`config.mk`:
```
export PLATFORM = sky130hd
export DESIGN_NAME = bttn_debounce
export DESIGN_NICKNAME = d
export VERILOG_FILES = /design/src/rtl/bttn_debounce.sv
export SDC_FILE = /design/constraint.sdc
export NUM_CORES = 1
export LEC_CHECK = 0
export ABC_AREA = 1
export BUFFER_PORTS_ARGS = -buffer_cell sky130_fd_sc_hd__buf_2
export CAP_MARGIN = 20
export CORE_ASPECT_RATIO = 1.25
export CORE_MARGIN = 4
export CORE_UTILIZATION = 45
export DETAILED_ROUTE_END_ITERATION = 16
export SYNTH_ARGS = -nofsm -noshare
export SYNTH_HDL_FRONTEND = slang
export SYNTH_SLANG_ARGS = --single-unit
```
`constraint.sdc`:
```
create_clock -name clk -period 1.7 [get_ports clk]
set_clock_uncertainty 0.05 [all_clocks]
set_input_delay 0.17 -clock clk [delete_from_list [all_inputs] [get_ports clk]]
set_output_delay 0.17 -clock clk [all_outputs]
set_load 0.005 [all_outputs]
```
`src/rtl/bttn_debounce.sv`:
```
// rtl/bttn_debounce.sv - push-button synchronizer, debounce FSM, press/release pulses and hold detect
module bttn_debounce #(
    parameter int DB_CYCLES   = 4,
    parameter int HOLD_CYCLES = 16
) (
    input  logic clk,
    input  logic rst,
    input  logic bttn_raw,
    output logic bttn,
    output logic press,
    output logic release_pulse,
    output logic hold
);

    localparam int                CNT_W    = $clog2(DB_CYCLES);
    localparam logic [CNT_W-1:0]  CNT_LAST = CNT_W'(DB_CYCLES - 1);
    localparam logic [CNT_W-1:0]  CNT_ONE  = CNT_W'(1);
    localparam logic [15:0]       HOLD_MAX = 16'(HOLD_CYCLES);

    typedef enum logic [1:0] {
        RELEASED,
        PRESS_WAIT,
        PRESSED,
        RELEASE_WAIT
    } state_t;

    logic             sync1_q, sync1_d;
    logic             sync2_q, sync2_d;
    state_t           state_q, state_d;
    logic [CNT_W-1:0] cnt_q, cnt_d;
    logic [15:0]      hold_cnt_q, hold_cnt_d;
    logic             bttn_q, bttn_d;
    logic             press_q, press_d;
    logic             release_q, release_d;
    logic             hold_q, hold_d;

    always_ff @(posedge clk) begin
        if (rst) begin
            sync1_q    <= 1'b0;
            sync2_q    <= 1'b0;
            state_q    <= RELEASED;
            cnt_q      <= '0;
            hold_cnt_q <= '0;
            bttn_q     <= 1'b0;
            press_q    <= 1'b0;
            release_q  <= 1'b0;
            hold_q     <= 1'b0;
        end else begin
            sync1_q    <= sync1_d;
            sync2_q    <= sync2_d;
            state_q    <= state_d;
            cnt_q      <= cnt_d;
            hold_cnt_q <= hold_cnt_d;
            bttn_q     <= bttn_d;
            press_q    <= press_d;
            release_q  <= release_d;
            hold_q     <= hold_d;
        end
    end

    always_comb begin
        sync1_d = bttn_raw;
        sync2_d = sync1_q;
        state_d = state_q;
        cnt_d   = cnt_q;

        // A wait state only commits after DB_CYCLES+1 consecutive agreeing samples.
        case (state_q)
            RELEASED: begin
                if (sync2_q) begin
                    state_d = PRESS_WAIT;
                    cnt_d   = '0;
                end
            end
            PRESS_WAIT: begin
                if (!sync2_q) begin
                    state_d = RELEASED;
                end else if (cnt_q == CNT_LAST) begin
                    state_d = PRESSED;
                end else begin
                    cnt_d = cnt_q + CNT_ONE;
                end
            end
            PRESSED: begin
                if (!sync2_q) begin
                    state_d = RELEASE_WAIT;
                    cnt_d   = '0;
                end
            end
            RELEASE_WAIT: begin
                if (sync2_q) begin
                    state_d = PRESSED;
                end else if (cnt_q == CNT_LAST) begin
                    state_d = RELEASED;
                end else begin
                    cnt_d = cnt_q + CNT_ONE;
                end
            end
            default: state_d = RELEASED;
        endcase

        bttn_d    = (state_d == PRESSED) || (state_d == RELEASE_WAIT);
        press_d   = (state_q == PRESS_WAIT) && (state_d == PRESSED);
        release_d = (state_q == RELEASE_WAIT) && (state_d == RELEASED);

        // Counting on the next bttn value makes hold_cnt equal the number of bttn=1 cycles so far.
        if (!bttn_d) begin
            hold_cnt_d = '0;
        end else if (hold_cnt_q == HOLD_MAX) begin
            hold_cnt_d = hold_cnt_q;
        end else begin
            hold_cnt_d = hold_cnt_q + 16'd1;
        end
        hold_d = bttn_d && (hold_cnt_d == HOLD_MAX);
    end

    assign bttn          = bttn_q;
    assign press         = press_q;
    assign release_pulse = release_q;
    assign hold          = hold_q;

endmodule

```
==> impl_metrics.toml <==
[placed_design]
hpwl_um = 2650
gp_congestion = 0.914
io_buffers = 6
place_ws_ns = 0.0349

[timing]
layout_min_cycle_time_ns = 1.60
finalSetupViolations = 0
max_slew.worst_pin.slew_ns = 0.517
slew_violations = 0
hold_violations = 0
max_freq_ghz = 0.623
finalCritPeriodShare_pct = 94.4
timing.final.ws_setup_ns = 0.0956
setup-tns-final_ns = 0
maxSlewHeadroom_pct = 65.1

[detailed_routing]
wl_per_cell_um = 13.4
vias_per_cell = 5.22
first_iter_violations = 79
wl_um = 3570
ant_nets = 0
drc = 0
drt_pre_antenna_iters = 4
num_vias = 1395

[clock_tree]
clock-sinks = 25
numCtsBuffers = 3
cts_root_buf = "clkbuf_4"
clk_pin_slew_ns = 0.14
htree_levels = 1
insertion_delay_ns = 0.33
cts_buffer_depth = 2
cts_tree = "yes"

[synthesis]
synth_top_area_share_pct = 35.9
syn_inst = 216
synthesis.area_mm2 = 0.00140
yosys.area.top_type = "dfxtp_1"
synthTopCellsByArea = "dfxtp_1, nor2_1, nand2_1, inv_1, nand3_1"
synth_nets = 222
synth_area_per_cell_um2 = 6.46
ys_ff_latch = 25
ys_async_sr_fraction_pct = 0
yosysMostFrequentCell = "nor2_1"
yosysWarnings = 0
synth_common_cells = "nor2_1, nand2_1, dfxtp_1, inv_1, nand3_1"
synth_cell_types = 24
seq_area_frac_synth_pct = 35.9
synth_edf_count = 0
synth_flop_cell = "dfxtp_1"

[pwr]
powerDensity_mw_per_mm2 = 542
p_int_mw = 0.682
combinationalPowerShare_pct = 2.1
ir_worst_vdd_v = 0.000419
leakage_nw = 0.666
total_power_mw = 0.889
p_sw_share_pct = 23.4
pwr-share-seq_pct = 66.4
clkPwrFrac_pct = 31.4
switchingPower_mw = 0.208

[worst_setup_path]
worstSetupEndpointType = "flop"
worst-path-buf-inv = 1
critPathMaxStageDelay_ns = 0.41
crit_path_max_fanout = 5
reg2reg_slack_ns = 0.1
slowest_stage = "dfxtp_4"
start_kind = "flop"
crit_type = "flop to flop"
worstPathArrival_ns = 1.81
crit_start = "hold_cnt_q[0]"
crit_family = "simple AND/OR/NAND/NOR gates"
cp_common_cell = "nor2_1"
path_cells = "ha_4 -> nand3_4 -> nor2_4 -> buf_4 -> nand4_1 -> nand2_1 -> nor2_1 -> nor2_1 -> nor2_1 -> nand2_1 -> nor2_1"
reg2reg_from = "hold_cnt_q[0]"
crit_required_ns = 1.90

[layout]
multi_input_area_um2 = 867
seqCellArea_um2 = 520
drive_gt1_share_pct = 25.5
diodes = 0
fill_cells = 291
fin_nets = 238
syn_to_final_growth_pct = 17.6

[floorplanning]
die_width_um = 57.8
die-area_mm2 = 0.00406
core_mm2 = 0.00295
die_height_um = 70.3
row_count = 22
start_util_pct = 47.4
pin_count = 7

[global_routing]
grt_pass1_vias = 1267
grt_pass1_wl_um = 5710
grt_max_degree = 20
grt_overflow = 0
grt.total_usage_pct = 18.2
antenna_found_initial = 0

[flow_run]
drv_cap = 0

[worst_hold_path]
hold_path.class = "primary input to flop"
min_from = "rst"

[status]
outcome = "finished clean"
## kinds of logic (layout without fill, tap and decap cells)
group                      after synthesis  count (layout)  share of synthesized area, %
and+or+nand+nor                        151             151                          49.4
adders and majority gates                3               3                          2.69
DFF                                     25              25                          35.9
AOI/OAI and AO/OA                       11              11                          4.57
buffers and inverters                   25              40                          6.82
xor gates and xnor gates                 1               1                         0.628
## final timing paths
check / to / cells after the start
hold reg to reg: sync2_q / 2
setup reg to reg: hold / 11
hold / removal: sync1_q / 2
setup / recovery: hold / 11
## what timing repair did
item	in CTS	in global routing
gates cloned	0	1
hold buffers	1	0
endpoints found under the hold margin	1	0
resized for setup	1	31
buffers inserted	0	5
endpoints found under the setup margin	1	1
pin swaps	0	6
## final cells by class
type,count,area share [%]
multi-input cells,166,52.9
flip-flops and latches,25,31.7
inverters,22,5.34
repair buffers,13,5.19
well taps,36,2.75
clock buffers,3,1.37
repair inverters,1,0.458
clock inverters,1,0.305
## routing by layer
layer  global-route usage [%]  up-vias  wire length, um
met5                        0        -                0
met4                     9.54        0              117
met3                     3.14       11              120
met2                     30.4       32             1790
met1                     21.7      636             1550
li1                         -      716                -
## state kept, by name, indices dropped and copies added, names as in the netlist
register	cells
cnt_q	2
hold	1
hold_cnt_q	16
press	1
release_pulse	1
state_q	2
sync1_q	1
sync2_q	1
## power groups by stage
stage / logic (mW) / clock network (mW) / registers [mW]
CTS: 0.0186 / 0.284 / 0.593
floorplan: 0.0118 / 0 / 0.605
detailed placement: 0.0168 / 0 / 0.606
global placement: 0.0163 / 0 / 0.605
global route: 0.0218 / 0.308 / 0.592
finish: 0.0190 / 0.280 / 0.591
## cells in the final DEF, fill, tap and decap left out, types with 6 or more instances in the layout
cell / netlist / routed
buf_2: 1 / 6
dfxtp_1: 25 / 13
inv_1: 20 / 18
nor2_1: 56 / 54
a21oi_1: 6 / 6
buf_4: 0 / 6
nand4_1: 7 / 7
nand2_1: 49 / 47
dfxtp_2: 0 / 10
nand2_2: 6 / 7
nand3_1: 15 / 14
## metrics by stage
stage                     instances  hold WS [ns]  area (um^2)  util, %
after floorplan                 216         0.227         1400        -
after global placement          256         0.318         1470     49.7
after detailed placement        256         0.329         1470     49.7
after CTS                       261         0.180         1500     51.1
after global routing            267         0.176         1640     55.7
final                           267         0.184         1640     55.7
No activity file was read; power rests on OpenSTA's default activity.
